### config.mk
export PLATFORM = sky130hd
export DESIGN_NAME = dm_delay_line_ctrl
export DESIGN_NICKNAME = d
export VERILOG_FILES = /design/src/rtl/dm_delay_line_ctrl.sv
export SDC_FILE = /design/constraint.sdc
export NUM_CORES = 1
export LEC_CHECK = 0
export BUFFER_PORTS_ARGS = -buffer_cell sky130_fd_sc_hd__clkbuf_2
export CAP_MARGIN = 25
export CORE_ASPECT_RATIO = 1.4
export CORE_MARGIN = 4
export CORE_UTILIZATION = 60
export CTS_BUF_LIST = sky130_fd_sc_hd__clkbuf_4 sky130_fd_sc_hd__clkbuf_8
export CTS_CLUSTER_SIZE = 20
export DETAILED_ROUTE_END_ITERATION = 10
export PLACE_DENSITY = 0.85
export REMOVE_ABC_BUFFERS = 1
export SETUP_SLACK_MARGIN = 0.5
export SYNTH_ARGS = -nofsm -noshare
export SYNTH_HDL_FRONTEND = slang
export SYNTH_SLANG_ARGS = --single-unit
### constraint.sdc
create_clock -name FAB_CLK -period 5.3 [get_ports FAB_CLK]
set_input_delay 1.06 -clock FAB_CLK [delete_from_list [all_inputs] [get_ports FAB_CLK]]
set_output_delay 1.06 -clock FAB_CLK [all_outputs]
set_load 0.05 [all_outputs]
### src/rtl/dm_delay_line_ctrl.sv
// Tap controller for an IOD delay line: steps the tap with gap-spaced MOVE
// pulses, reloads it, or pulses the lane sync resets, one command at a time.
module dm_delay_line_ctrl #(
  parameter int TAP_MAX     = 127,
  parameter int LOAD_TAP    = 1,
  parameter int MOVE_GAP    = 3,
  parameter int SYNC_CYCLES = 4
) (
  input  logic       FAB_CLK,
  input  logic       ARST,
  input  logic       CMD_VALID,
  output logic       CMD_READY,
  input  logic [1:0] CMD_OP,
  input  logic [7:0] CMD_COUNT,
  input  logic       DELAY_LINE_OUT_OF_RANGE,
  output logic       DELAY_LINE_MOVE,
  output logic       DELAY_LINE_DIRECTION,
  output logic       DELAY_LINE_LOAD,
  output logic       TX_SYNC_RST,
  output logic       RX_SYNC_RST,
  output logic [7:0] TAP_POS,
  output logic       DONE,
  output logic       ERR
);

  localparam logic [7:0] TAP_MAX_L  = 8'(TAP_MAX);
  localparam logic [7:0] LOAD_TAP_L = 8'(LOAD_TAP);
  localparam logic [3:0] GAP_LAST   = 4'(MOVE_GAP - 1);
  localparam logic [3:0] SYNC_LAST  = 4'(SYNC_CYCLES - 1);

  typedef enum logic [2:0] {
    S_IDLE, S_SETUP, S_MOVE, S_GAP, S_LOAD, S_SYNC, S_DONE
  } state_t;

  state_t     state_q, state_d;
  logic [7:0] tap_q, tap_d;
  logic [7:0] cnt_q, cnt_d;
  logic [3:0] timer_q, timer_d;
  logic       dir_q, dir_d;
  logic       err_q, err_d;
  logic       rst_hold_q;
  logic       sync_d;

  // A step that would leave the legal tap range is refused rather than issued.
  function automatic logic at_bound(input logic inc, input logic [7:0] tap);
    return inc ? (tap == TAP_MAX_L) : (tap == 8'd0);
  endfunction

  always_ff @(posedge FAB_CLK or posedge ARST) begin
    if (ARST) begin
      state_q    <= S_IDLE;
      tap_q      <= LOAD_TAP_L;
      cnt_q      <= 8'd0;
      timer_q    <= 4'd0;
      dir_q      <= 1'b0;
      err_q      <= 1'b0;
      rst_hold_q <= 1'b1;
    end else begin
      state_q    <= state_d;
      tap_q      <= tap_d;
      cnt_q      <= cnt_d;
      timer_q    <= timer_d;
      dir_q      <= dir_d;
      err_q      <= err_d;
      rst_hold_q <= 1'b0;
    end
  end

  always_comb begin
    state_d         = state_q;
    tap_d           = tap_q;
    cnt_d           = cnt_q;
    timer_d         = timer_q;
    dir_d           = dir_q;
    err_d           = err_q;
    sync_d          = 1'b0;
    CMD_READY       = 1'b0;
    DELAY_LINE_MOVE = 1'b0;
    DELAY_LINE_LOAD = 1'b0;
    DONE            = 1'b0;
    unique case (state_q)
      S_IDLE: begin
        CMD_READY = 1'b1;
        if (CMD_VALID) begin
          cnt_d = CMD_COUNT;
          err_d = 1'b0;
          unique case (CMD_OP)
            2'b00: state_d = S_LOAD;
            2'b01: begin dir_d = 1'b1; state_d = S_SETUP; end
            2'b10: begin dir_d = 1'b0; state_d = S_SETUP; end
            default: begin timer_d = SYNC_LAST; state_d = S_SYNC; end
          endcase
        end
      end
      S_SETUP: begin
        if (cnt_q == 8'd0) begin
          state_d = S_DONE;
        end else if (at_bound(dir_q, tap_q)) begin
          err_d   = 1'b1;
          state_d = S_DONE;
        end else begin
          state_d = S_MOVE;
        end
      end
      S_MOVE: begin
        DELAY_LINE_MOVE = 1'b1;
        tap_d   = dir_q ? tap_q + 8'd1 : tap_q - 8'd1;
        cnt_d   = cnt_q - 8'd1;
        timer_d = GAP_LAST;
        state_d = S_GAP;
      end
      S_GAP: begin
        // Only the final gap cycle samples the IOD range flag.
        if (timer_q != 4'd0) begin
          timer_d = timer_q - 4'd1;
        end else if (DELAY_LINE_OUT_OF_RANGE) begin
          err_d   = 1'b1;
          state_d = S_DONE;
        end else if (cnt_q == 8'd0) begin
          state_d = S_DONE;
        end else if (at_bound(dir_q, tap_q)) begin
          err_d   = 1'b1;
          state_d = S_DONE;
        end else begin
          state_d = S_MOVE;
        end
      end
      S_LOAD: begin
        DELAY_LINE_LOAD = 1'b1;
        tap_d   = LOAD_TAP_L;
        state_d = S_DONE;
      end
      S_SYNC: begin
        sync_d = 1'b1;
        if (timer_q == 4'd0) state_d = S_DONE;
        else                 timer_d = timer_q - 4'd1;
      end
      S_DONE: begin
        DONE    = 1'b1;
        state_d = S_IDLE;
      end
      default: state_d = S_IDLE;
    endcase
  end

  // Sync resets stay up from reset assertion until the first clock after release.
  assign TX_SYNC_RST          = sync_d | rst_hold_q;
  assign RX_SYNC_RST          = sync_d | rst_hold_q;
  assign DELAY_LINE_DIRECTION = dir_q;
  assign TAP_POS              = tap_q;
  assign ERR                  = err_q;

endmodule

# After elaboration in Yosys (flattened, before gate mapping)
# Cells that the tools add are included.
# word_totals
regBits	26
# op_classes
n_addsub	4
n_eq_ne	15
mux	30
bitwise	1
reduce_logical	18
# op_table
operator	count
$pmux 8 s2	2
$mux 3	6
$pmux 3 s6	1
$logic_not 8->1	2
$mux 4	4
$mux 8	2
$pmux 4 s4	1
$sub 8x1->8 const B	2
$ne 2x2->1 const B	6
$mux 1	11
$eq 3x3->1 const B	3
$reduce_and 3->1	3
$add 8x1->8 const B	1
$eq 8x7->1 const B	1
$reduce_bool 4->1	2
$eq 3x2->1 const B	2
$pmux 3 s2	1
$reduce_bool 2->1	3
$reduce_and 5->1	1
$logic_not 4->1	1
$sub 4x1->4 const B	1
$eq 3x1->1 const B	1
$logic_not 3->1	1
$pmux 1 s3	1
9 further kinds	9

# Logic depth before layout (Yosys ltp)
# Gate-level depths: netlist of the first run.
# depth
word_depth	7
ltp_mapped	8

# Least setup slack after synthesis of the first run
# OpenSTA, ideal clock, no wires.
# synth_path
path_kind	register to output
startpoint	register state_q[0]
endpoint	output DELAY_LINE_LOAD
t_arrival_ns	1.711
path_slack_ns	2.529
path_stages_with_launch	3
path_cell_list	dfrtp_1 > buf_2 > nor3b_1
# synth_between
elab_chain_cells	2
# synth_lines
element	line	source
start: declaration	35	state_t state_q, state_d;
start signal: assignment	59	state_q <= state_d;
$eq 3x3->1	81	unique case (state_q)
$mux 1	81	
end: declaration	18	output logic DELAY_LINE_LOAD,
# Every way passes these cells.

# Worst setup path in the final report of the first run
# layout_path
startpoint	register state_q[2]
endpoint	output DELAY_LINE_MOVE
# layout_between
elab_chain_cells	2
# layout_lines
element	line	source
$eq 3x2->1	81	
$mux 1	81	
end: declaration	16	output logic DELAY_LINE_MOVE,
# Every way passes these cells.

==> results of run 1 <==
## layer usage
layer / vias to the layer above / wire, µm / GRT usage (%)
li1: 764 / - / -
met2: 78 / 2070 / 39.2
met4: 0 / 100 / 9.09
met3: 18 / 269 / 3.53
met1: 750 / 1600 / 29.5
met5: - / 0 / 0
## Yosys cell counts (2+ instances only)
| cell | n |
|---|---|
| sky130_fd_sc_hd__o21a_1 | 2 |
| sky130_fd_sc_hd__inv_1 | 13 |
| sky130_fd_sc_hd__nor3b_1 | 2 |
| sky130_fd_sc_hd__o221a_2 | 2 |
| sky130_fd_sc_hd__xnor2_1 | 3 |
| sky130_fd_sc_hd__nand3_1 | 5 |
| sky130_fd_sc_hd__nand4_1 | 4 |
| sky130_fd_sc_hd__nand2b_1 | 4 |
| sky130_fd_sc_hd__a32oi_1 | 3 |
| sky130_fd_sc_hd__nor3_1 | 4 |
| sky130_fd_sc_hd__dfstp_2 | 2 |
| sky130_fd_sc_hd__or3_1 | 3 |
| sky130_fd_sc_hd__buf_4 | 2 |
| sky130_fd_sc_hd__buf_2 | 2 |
| sky130_fd_sc_hd__xor2_1 | 4 |
| sky130_fd_sc_hd__o211ai_1 | 2 |
| sky130_fd_sc_hd__o21ai_0 | 18 |
| sky130_fd_sc_hd__a21oi_1 | 17 |
| sky130_fd_sc_hd__nor2_1 | 22 |
| sky130_fd_sc_hd__ha_1 | 13 |
| sky130_fd_sc_hd__nor4_1 | 3 |
| sky130_fd_sc_hd__clkbuf_1 | 2 |
| sky130_fd_sc_hd__dfrtp_1 | 24 |
| sky130_fd_sc_hd__or2_2 | 2 |
| sky130_fd_sc_hd__nand2_1 | 23 |
## critical path, cell delays in order (launching register included)
cell and delay [ns]:
sky130_fd_sc_hd__dfrtp_1 0.50, sky130_fd_sc_hd__nor2_1 0.31, sky130_fd_sc_hd__nand2_1 0.39, sky130_fd_sc_hd__inv_1 0.50
sky130_fd_sc_hd__clkbuf_2 0.36
## cells in the final DEF (no fill, tap or decap), types with 3 or more instances in the layout
master and n:
sky130_fd_sc_hd__nor3_1 4, sky130_fd_sc_hd__dfrtp_1 24, sky130_fd_sc_hd__xor2_1 4, sky130_fd_sc_hd__nand2b_1 4, sky130_fd_sc_hd__o21ai_0 18, sky130_fd_sc_hd__a21oi_1 17, sky130_fd_sc_hd__xnor2_1 3, sky130_fd_sc_hd__or3_1 3
sky130_fd_sc_hd__inv_1 13, sky130_fd_sc_hd__nand2_1 23, sky130_fd_sc_hd__nor4_1 3, sky130_fd_sc_hd__ha_1 13, sky130_fd_sc_hd__clkbuf_4 3, sky130_fd_sc_hd__clkbuf_2 29, sky130_fd_sc_hd__nand3_1 5, sky130_fd_sc_hd__nor2_1 22
sky130_fd_sc_hd__nand4_1 4, sky130_fd_sc_hd__a32oi_1 3
## state kept, by name, summed over array words and instances, names as in the netlist
register	cells
TAP_POS	8
cnt_q	8
timer_q	4
state_q	3
DELAY_LINE_DIRECTION	1
ERR	1
rst_hold_q	1
## stage by stage
stage               hold WS, ns  setup slack, ns  cell area [µm²]
finish                    0.524             1.84             1960
global route              0.557             1.68             1960
CTS                       0.519             1.89             1930
detailed placement        0.496             2.27             1880
global placement          0.475             2.36             1880
floorplan                 0.451             2.49             1690
## worst min path at each step
stage	startpoint	end	slack, ns	depth (start not counted)
2_1_floorplan	timer_q[3]$_DFFE_PP0P_	timer_q[3]$_DFFE_PP0P_	0.45	1
3_3_place_gp	ERR$_DFFE_PP0P_	ERR$_DFFE_PP0P_	0.48	1
3_5_place_dp	timer_q[3]$_DFFE_PP0P_	timer_q[3]$_DFFE_PP0P_	0.50	1
4_1_cts	timer_q[3]$_DFFE_PP0P_	timer_q[3]$_DFFE_PP0P_	0.52	1
5_1_grt	timer_q[3]$_DFFE_PP0P_	timer_q[3]$_DFFE_PP0P_	0.56	1
6_report	timer_q[3]$_DFFE_PP0P_	timer_q[3]$_DFFE_PP0P_	0.52	1
## cell families (layout without fill, tap and decap cells)
family | count (synthesis) | count (layout)
DFF | 26 | 26
other | 1 | 1
AOI/OAI and AO/OA | 54 | 54
xor gates and xnor gates | 7 | 7
muxes | 1 | 1
adders and majority gates | 14 | 14
buffers and inverters | 20 | 47
and+or+nand+nor | 79 | 79
## layout make-up
| class | instances | share of cell area, % |
|---|---|---|
| well taps | 36 | 2.30 |
| clock inverters | 1 | 1.53 |
| repair buffers | 30 | 8.81 |
| inverters | 13 | 2.49 |
| multi-input cells | 156 | 50.4 |
| clock buffers | 3 | 1.15 |
| flip-flops and latches | 26 | 33.3 |
==> results.txt, run 1 <==
The flow ran to the end, and the final reports show no timing, DRC or antenna violations. Hold repair after CTS inserted 0 buffers. The floorplan step set the die width to 53.4 µm. After synthesis, the mean cell area works out to 8.58 µm². The number of global-route vias before repair was 1,586; the routed wire length per instance was 15.2 µm. The tools report the gate count after technology mapping as 202. The tools report the number of routed nets with antenna violations as 0. Tracing the worst setup path back leads to its startpoint at state_q[2]$_DFFE_PP0P_.

The number of antenna diodes in the final layout is 0. After detailed routing, the number of vias per cell comes to 6.08. After clock tree synthesis, the clock-pin slew on the worst setup and hold paths is 0.15 ns.

The number of design rule violations left after detail routing was 0; the placed wire-length estimate after detailed placement was 3040 µm. Initial antenna violation count: 0. Fill cells in the final layout number 227. TritonCTS built the clock tree. Measured along the y axis, the die boundary spans 71.6 µm. The tools report the setup slack of the worst register-to-register path as 3.00 ns. Dividing the final minimum period by the clock period gives 65.3%. Library cell used as clock root buffer: sky130_fd_sc_hd__clkbuf_4.

Count of different cell masters after synthesis: 46. The area fraction in compound gates after synthesis came out at 19.9%. The maximum number of pins on one net before global-route repair is 27, and the slew at the pin closest to its max-slew limit is 0.609 ns. The setup total negative slack is 0 ns.

The buffers inserted during post-CTS setup optimization was 0. Source-to-sink clock delay at the later pin of the worst-skew pair: 0.34 ns. The detailed router finished its first iteration with 62 violations. The total overflow left after global routing is 0.

In this run the count of I/O pins placed on the die edge is 30. The die covers 3820 µm². The total core area came out at 2700 µm². Measured against the total synthesized area, the mux share comes to 0.578%.

Summing every instance area after synthesis gives 1730 µm². The run gives 37.7% as the share of the yosys chip area belonging to registers. The longest clock path from root to sink contains 2 buffers. Setup repair after global routing left no endpoint under its margin. sky130_fd_sc_hd__dfrtp_1 takes more of the synthesized area than any other cell. The element type at the critical path end was an output port. The Yosys step of the flow raised 0 warnings. The run gives 4040 µm as the final wirelength. The arithmetic-cell share of the synthesized area counting full adders, half adders and majority gates is 10.5%. The routed layout has 1,610 vias.

The run gives 0 as the max-cap check violation count. The first global-routing pass estimated 6870 µm of wire. For this run, asynchronously set or reset flops after synthesis account for 100%. The register bit count reported by yosys is 26, and the number of detailed-routing iterations run before antenna repair is 6.

Among all flip-flop cells after synthesis, the most frequent one is sky130_fd_sc_hd__dfrtp_1. The area fraction in and, or, nand and nor cells after synthesis is 22.2%, and the overall fraction of global-route tracks in use is 23.4%. Buffers inserted during clock tree synthesis total 3. The run gives 2.40 ns as the arrival time of the worst setup path. Counting cells, the worst reg-to-reg path comes to 8. Across the routed clock network, the largest skew measured is 0.00902 ns.

By area the synthesized netlist is led by sky130_fd_sc_hd__dfrtp_1 (35%), sky130_fd_sc_hd__ha_1 (9.4%), sky130_fd_sc_hd__o21ai_0 (5.2%). The count of buffers from port buffering was 29; the TritonCTS sink count was 26. The category of the critical setup timing path is flip-flop to output port.

Of the post-synthesis cell area, the dominant cell type holds 34.7%. Of the total synthesized cell area, the portion taken by XOR and XNOR cells is 3.54%. Dominant combinational cell family by area after synthesis: simple AND/OR/NAND/NOR gates. The tools report the total count of max-transition violations in the final report as 0. The critical path startpoint category was a flip-flop. Worst min-delay path class: flip-flop to flip-flop. The final layout contains 258 nets. The post-route netlist has 20.1% of its cells at a drive strength greater than 1. The worst relative slew slack is 59.3%.

For the area taken by multi-input logic gates, the log shows 987 µm². The startpoint identified for the worst register-to-register timing path is DELAY_LINE_DIRECTION$_DFFE_PP0P_. The smallest clock period supported by the final layout is computed as 3.46 ns. For the placer congestion estimate, the log shows 0.912. Following the worst setup path forward leads to its endpoint at DELAY_LINE_MOVE. Once layout is complete, the utilization of the core stands at 72.6%. In this run the worst path has a maximum fanout of 16. For this configuration, the core starts out at a cell density of 64.2%. Registers take 653 µm².

Timing would allow up to 289 MHz. The worst register-to-register path ends at TAP_POS[6]$_DFFE_PP0P_. The area growth from synthesis to layout is 13.1%, and the post-CTS resize count is 0. The number of placed instances, taps included, is 260. The logs give 0 for the number of hold violations in the final report and 0 for the total of endpoints with negative setup slack in the final report. Once layout is complete, the cells apart from fillers number 265. Counting flops with a built-in enable in the synthesized netlist gives 0.

Row generation in the floorplan step produced 22 rows. For the worst setup path, the data required time is 4.24 ns. Number of levels in the clock H-tree: 1.
Power of run 1 is not shown: default switching activity piles up to over one toggle a cycle in this logic, so the estimate is an artifact.
==> inputs of run 2 (changes only) <==
CORE_UTILIZATION = 52   (was 60)
PLACE_DENSITY = 0.78   (was 0.85)
clock period = 2.85 ns   (was 5.3 ns; I/O delays follow)
==> run 2 against run 1 <==
Sequential share of layout area down 0.29 points; wire length down 4.2%; cell area up 1.1%; critical path depth up 1; register-to-register slack worse by 2.3 ns; count of clock-buffer cells in the layout unchanged; via count down 3.5%; highest routed layer unchanged; non-clock buffer count up 2; first-iteration DRC count up 15%; critical path type unchanged; hold slack worse by 0.21 ns; die area up 13%; global-route usage down 4.5 points.
==> results.txt, run 2 (synthesis results as in run 1) <==
The most used routing layer in global routing was met2. Leaving out fill and tap cells, the most frequent cells in the layout are sky130_fd_sc_hd__clkbuf_2 (29), sky130_fd_sc_hd__dfrtp_1 (23), sky130_fd_sc_hd__nand2_1 (23). The setup total negative slack was 0 ns (unchanged). Critical path startpoint category: a flip-flop. The number of detailed-routing iterations run before antenna repair is 4 (-2). The number of filler instances in the final layout was 290 (+28%); the die extent in y was 76.3 µm (+6.6%). The fraction of final layout cells sized beyond drive strength 1 came out at 21.6% (+1.6 points). Overall fraction of global-route tracks in use: 18.9% (-4.5 points).

The clock transition at the registers of the reported paths works out to 0.10 ns (-0.05 ns). The number of cells on the worst reg-to-reg path works out to 8 (unchanged). The routed via count was 1,553 (-3.5%); the arrival time of the worst setup path was 1.69 ns (-0.71 ns). The tools report the number of routed nets with antenna violations as 0 (unchanged).

For the maximum number of pins on one net before global-route repair, the log shows 27 (unchanged). The initial antenna violation count came out at 0 (unchanged). The worst setup path is captured at an output port. The placed cell area is 1910 µm² (+1.4%). The global routing usage on met1 came out at 22.9% (-6.6 points). For the number of design rule violations left after detail routing, the log shows 0 (unchanged). The TritonCTS sink count is 26 (unchanged), and the total core area is 3150 µm² (+17%). The placed wire-length estimate after detailed placement came out at 2850 µm (-6.4%). The tools report the endpoint of the most critical register-to-register path as TAP_POS[7]$_DFFE_PP0P_.

The number of hold violations in the final report is 0 (unchanged). The die outline width came out at 56.8 µm (+6.3%). The mean number of vias per cell was 5.75 (-5.3%); the total clock buffers created by CTS was 3 (unchanged). The worst endpoint required time came out at 2.28 ns (-1.96 ns). Counting I/O delays and the setup requirement, the final critical path takes 2.26 ns. The run gives 0.937 (+2.7%) as the placer congestion estimate.

The biggest fanout along the worst timing path came out at 16 (unchanged). The total of endpoints with negative setup slack in the final report was 0 (unchanged); the worst relative slew slack was 63.0% (+3.7 points). Initial core utilization: 55.0% (-9.3 points). The run gives 1.86% (-1.7 points) as the routing usage on met3. Maximum root-to-sink buffer count: 2 (unchanged). Setup repair after global routing could not meet its margin everywhere. Based on the critical path, the design can be clocked at up to 443 MHz. The final wirelength was 3870 µm (-4.2%); the global-route wire length before repair was 6690 µm (-2.7%).

The number of levels in the clock H-tree was 1 (unchanged). The share of the clock period used by the worst path came out at 79.2%. The worst register-to-register path begins at DELAY_LINE_DIRECTION$_DFFE_PP0P_.

Flip-flop and latch area: 654 µm² (+0.19%). The logs give 1980 µm² (+1.1%) for the post-layout instance area and 0 (unchanged) for the antenna diode count. Max-cap check violation count: 0 (unchanged). Compared with the post-synthesis result, the final layout area differs by 14.3%.

The worst hold path belongs to the class input pin to async pin. For the number of placed I/O pins, the log shows 30 (unchanged). TritonCTS built the clock tree. The library cell used as clock root buffer was sky130_fd_sc_hd__clkbuf_8. The run gives 0 (unchanged) as the total count of max-transition violations in the final report.

The tools report the met2 usage in global routing as 34.5% (-4.7 points). The number of nets in the finished design came out at 260 (+0.78%). The run gives 990 µm² (+0.25%) as the area taken by multi-input logic gates. The slew at the pin closest to its max-slew limit is 0.553 ns (-0.0558 ns), and the setup slack at placement is 0.703 ns (-1.57 ns). The overall die area was 4330 µm² (+13%). The most common cell after layout, fill and taps aside was sky130_fd_sc_hd__clkbuf_2. The setup slack of the worst register-to-register path is 0.73 ns (-2.27 ns). The critical path is of the flip-flop to output port type. The run finished with clean final reports. The number of global-route vias before repair is 1,504 (-5.2%), and the final worst clock skew is 0.00364 ns (-0.00538 ns). Total congestion overflow: 0 (unchanged). The routed wire length per instance is 14.3 µm (-6.0%). The count of buffers from port buffering is 29 (unchanged). Row count: 24 (+9.1%). The initial DRC count was 71 (+15%). The run gives 0.593 ns (-1.24 ns) as the worst-case setup margin in the final layout.

The source-to-sink clock delay at the later pin of the worst-skew pair is 0.28 ns (-0.06 ns).
-- run 2: worst max-delay path: stages, from the launching register on --
cell	delay, ns
sky130_fd_sc_hd__dfrtp_1	0.51
sky130_fd_sc_hd__nor2_2	0.26
sky130_fd_sc_hd__nand2_1	0.08
sky130_fd_sc_hd__buf_4	0.21
sky130_fd_sc_hd__inv_1	0.08
sky130_fd_sc_hd__clkbuf_2	0.27
-- run 2: repair_timing --
| item | 4_1_cts | 5_1_grt |
|---|---|---|
| resized for setup | 0 | 2 |
| buffers inserted | 0 | 0 |
| endpoints found under the setup margin | 0 | 3 |
| hold buffers | 0 | 0 |
-- run 2: worst max-delay path by stage --
stage | startpoint | to | cells past startpoint
2_1_floorplan | state_q[1]$_DFFE_PP0P_ | cnt_q[6]$_DFFE_PP0P_ | 5
3_3_place_gp | DELAY_LINE_DIRECTION$_DFFE_PP0P_ | TAP_POS[6]$_DFFE_PP0P_ | 8
3_5_place_dp | DELAY_LINE_DIRECTION$_DFFE_PP0P_ | TAP_POS[6]$_DFFE_PP0P_ | 8
4_1_cts | state_q[2]$_DFFE_PP0P_ | DELAY_LINE_MOVE | 5
5_1_grt | state_q[2]$_DFFE_PP0P_ | DELAY_LINE_MOVE | 5
6_report | state_q[2]$_DFFE_PP0P_ | DELAY_LINE_MOVE | 5
-- run 2: layer usage --
| metal | vias up | share of wire [%] | wire length (µm) |
|---|---|---|---|
| li1 | 766 | - | - |
| met1 | 728 | 41 | 1570 |
| met2 | 54 | 52 | 2030 |
| met3 | 5 | 5.7 | 219 |
| met4 | 0 | 1.3 | 49 |
| met5 | - | 0 | 0 |
-- run 2: layout make-up --
class                      count  area share [%]
inverter                      13            2.46
multi-input combinational    156            50.0
clock buffer                   3            2.08
clock inverter                 1            1.52
tap                           39            2.46
timing repair buffer          32            8.46
sequential                    26            33.0
-- run 2: per-stage QoR --
step / util [%] / hold slack [ns] / std cells
after detailed placement: 60.4 / 0.484 / 266
after global placement: 60.4 / 0.482 / 266
after floorplan: - / 0.451 / 195
final: 62.8 / 0.313 / 270
after global routing: 62.8 / 0.346 / 270
after CTS: 62.7 / 0.327 / 270
Power of run 2 is left out for the same reason.
==> inputs of run 3 (changes only) <==
CORE_UTILIZATION = 58   (was 52)
PLACE_DENSITY = 0.82   (was 0.78)
clock period = 2.2 ns   (was 2.85 ns; I/O delays follow)
==> run 3 against run 2 <==
The flow now finishes with violations (setup timing); critical path depth up 3; non-clock buffer count up 42; core utilization up 28 points; count of clock-buffer cells in the layout unchanged; global-route usage up 9.1 points; sequential cell count unchanged; clock skew about the same; worst setup slack worse by 0.64 ns; via count up 30%; register-to-register slack worse by 0.78 ns; wire length up 74%; critical path type is now flip-flop to flip-flop.
==> results.txt, run 3 (synthesis results as in run 1) <==
The run finished, with violations left. The checks that failed: setup timing. Worst relative slew slack: 63.4% (+0.45 points). The tools report the total of endpoints with negative setup slack in the final report as 1 (+1). Element type at the critical path end: a flip-flop. The count of buffers from port buffering is 29 (unchanged), and the routed wire length per instance is 21.7 µm (+52%). The tools report the source-to-sink clock delay at the later pin of the worst-skew pair as 0.29 ns (about the same). The mean number of vias per cell works out to 6.49 (+13%). The worst setup path is launched from a flip-flop. The logs give 0 (unchanged) for the antenna diode count and 2 (unchanged) for the maximum root-to-sink buffer count. The number of cells on the worst reg-to-reg path was 8 (unchanged); the initial core utilization was 60.2% (+5.3 points).

Slowest stage cell on the critical path: sky130_fd_sc_hd__dfrtp_1. The number of levels in the clock H-tree is 1 (unchanged). The tools report the number of placed I/O pins as 30 (unchanged). Max-cap check violation count: 0 (unchanged). For this run, the top clock speed supported by timing is 445 MHz.

Setup repair after global routing could not meet its margin everywhere. In this run the critical register-to-register path is launched from DELAY_LINE_DIRECTION$_DFFE_PP0P_. The logs give -0.05 ns (-0.78 ns) for the setup slack of the worst register-to-register path and 2880 µm² (-8.7%) for the total core area. The tools report the worst endpoint required time as 2.41 ns (+0.13 ns).

The top cell types in the final layout, fill and taps aside, are sky130_fd_sc_hd__buf_4 (34), sky130_fd_sc_hd__clkbuf_2 (23), sky130_fd_sc_hd__nand2_1 (21). The biggest fanout along the worst timing path is 6 (-10), and the worst slack on hold paths is 0.179 ns (-0.134 ns). The most common cell after layout, fill and taps aside is sky130_fd_sc_hd__buf_4.

The die outline width came out at 54.2 µm (-4.6%). The path class of the tightest hold or removal check is input pin to async pin. The run gives 268 (+0.75%) as the placed cell count. For the initial DRC count, the log shows 151 (+110%). For the final wirelength, the log shows 6740 µm (+74%). For the initial antenna violation count, the log shows 0 (unchanged). For the row count, the log shows 23 (-4.2%).

The root buffer cell chosen for the clock tree is sky130_fd_sc_hd__clkbuf_8. The shortest clock period the worst path allows after layout came out at 2.25 ns. The slew at the pin closest to its max-slew limit is 0.543 ns (-0.00979 ns), and the overall die area is 3940 µm² (-9.1%).

The number of routed nets with antenna violations was 0 (unchanged); the clock transition at the registers of the reported paths was 0.11 ns (about the same). The run gives 4 (unchanged) as the number of detailed-routing iterations run before antenna repair. The logs give 3 (unchanged) for the total clock buffers created by CTS and 0.00409 ns (+0.000447 ns) for the final worst clock skew. The placed wire-length estimate after detailed placement is 2820 µm (-0.98%). The share of the clock period used by the worst path works out to 102%. TritonCTS built the clock tree. Category of the critical setup timing path: flip-flop to flip-flop. The critical path goes through clkinv_4, ha_4, a21oi_2, o211ai_1, o41ai_2, xnor2_1, or3_1, o21ai_1. For the count of non-filler cells in the finished layout, the log shows 310 (+15%).

The placer congestion estimate came out at 0.843 (-10%). The number of nets in the finished design is 302 (+16%), and the overall fraction of global-route tracks in use is 28.0% (+9.1 points). The maximum number of pins on one net before global-route repair is 27 (unchanged). The fraction of final layout cells sized beyond drive strength 1 came out at 45.8% (+24 points). Routed via count: 2,012 (+30%). Count of hold buffers inserted by post-cts repair: 0 (unchanged). The largest stage delay on the critical path was 0.41 ns (-0.10 ns). The tools report the endpoint of the most critical register-to-register path as TAP_POS[7]$_DFFE_PP0P_.

The arrival time of the worst setup path was 2.45 ns (+0.76 ns); the number of design rule violations left after detail routing was 0 (unchanged). The tools report the global-route wire length before repair as 8130 µm (+22%). Relative to the synthesized area, the layout overhead comes to 50.2%. Total congestion overflow: 0 (unchanged).

The number of global-route vias before repair was 1,800 (+20%); the number of hold violations in the final report was 0 (unchanged). The worst-case setup margin in the final layout was -0.0461 ns (-0.639 ns); the total count of max-transition violations in the final report was 0 (unchanged). Die extent in y: 72.7 µm (-4.8%). The tools report the TritonCTS sink count as 26 (unchanged).
## run 3: cell types whose count changed in the layout (fill, tap and decap cells not counted), moves of 4 or more
cell	before	now
sky130_fd_sc_hd__buf_4	3	34
sky130_fd_sc_hd__buf_6	0	12
sky130_fd_sc_hd__o21ai_0	18	10
sky130_fd_sc_hd__o21ai_1	0	8
sky130_fd_sc_hd__clkbuf_2	29	23
sky130_fd_sc_hd__nor2_1	21	16
sky130_fd_sc_hd__a21oi_1	17	13
sky130_fd_sc_hd__a21oi_2	1	5
sky130_fd_sc_hd__buf_8	0	4
sky130_fd_sc_hd__ha_1	13	9
sky130_fd_sc_hd__ha_4	0	4
sky130_fd_sc_hd__nor2_4	1	5
## run 3: critical path: cells and delay by family, from the launching register on
family	cells	cell delay, ns
compound gates	4	0.83
flops	1	0.41
simple gates	1	0.36
fa+ha+maj	1	0.26
xor+xnor	1	0.17
buf+inv	1	0.13
## run 3: routing by layer
metal / wire length [µm] / global-route usage [%] / up-vias
met1: 2240 / 30.6 / 950
met2: 3400 / 48.2 / 156
met3: 568 / 4.70 / 55
li1: - / - / 851
met4: 527 / 16.9 / 0
met5: 0 / 0 / -
## run 3: stage by stage
stage | util (%) | worst slack [ns] | TNS (ns) | cell area [µm²]
after floorplan | - | -0.425 | -4.97 | 1690
after global placement | 67.2 | 0.250 | 0 | 1930
after detailed placement | 67.2 | 0.199 | 0 | 1930
after CTS | 78.5 | 0.320 | 0 | 2260
after global routing | 90.4 | -0.128 | -0.130 | 2600
final | 90.4 | -0.0461 | -0.0461 | 2600
## run 3: what timing repair did
item | in CTS | in global routing
endpoints found under the setup margin | 20 | 19
resized for setup | 30 | 56
endpoints found under the hold margin | 0 | 0
buffers inserted | 18 | 20
cloned | 0 | 0
pin swaps | 5 | 28
## run 3: layout make-up
type / instances / area, µm²
clock buffer: 3 / 41.3
clock inverter: 1 / 30.0
fill: 121 / 275
inverter: 13 / 53.8
multi-input combinational: 156 / 1190
sequential: 26 / 658
tap: 37 / 46.3
timing repair buffer: 74 / 586
## run 3: worst max path at each step
stage                                startpoint                     end  slack [ns]  depth (start not counted)
2_1_floorplan            state_q[1]$_DFFE_PP0P_    cnt_q[6]$_DFFE_PP0P_       -0.42                          5
3_3_place_gp   DELAY_LINE_DIRECTION$_DFFE_PP0P_  TAP_POS[7]$_DFFE_PP0P_        0.25                          8
3_5_place_dp   DELAY_LINE_DIRECTION$_DFFE_PP0P_  TAP_POS[7]$_DFFE_PP0P_        0.20                          8
4_1_cts        DELAY_LINE_DIRECTION$_DFFE_PP0P_  TAP_POS[7]$_DFFE_PP0P_        0.32                          8
5_1_grt        DELAY_LINE_DIRECTION$_DFFE_PP0P_  TAP_POS[7]$_DFFE_PP0P_       -0.13                          8
6_report       DELAY_LINE_DIRECTION$_DFFE_PP0P_  TAP_POS[7]$_DFFE_PP0P_       -0.05                          8
Power of run 3 is left out for the same reason.
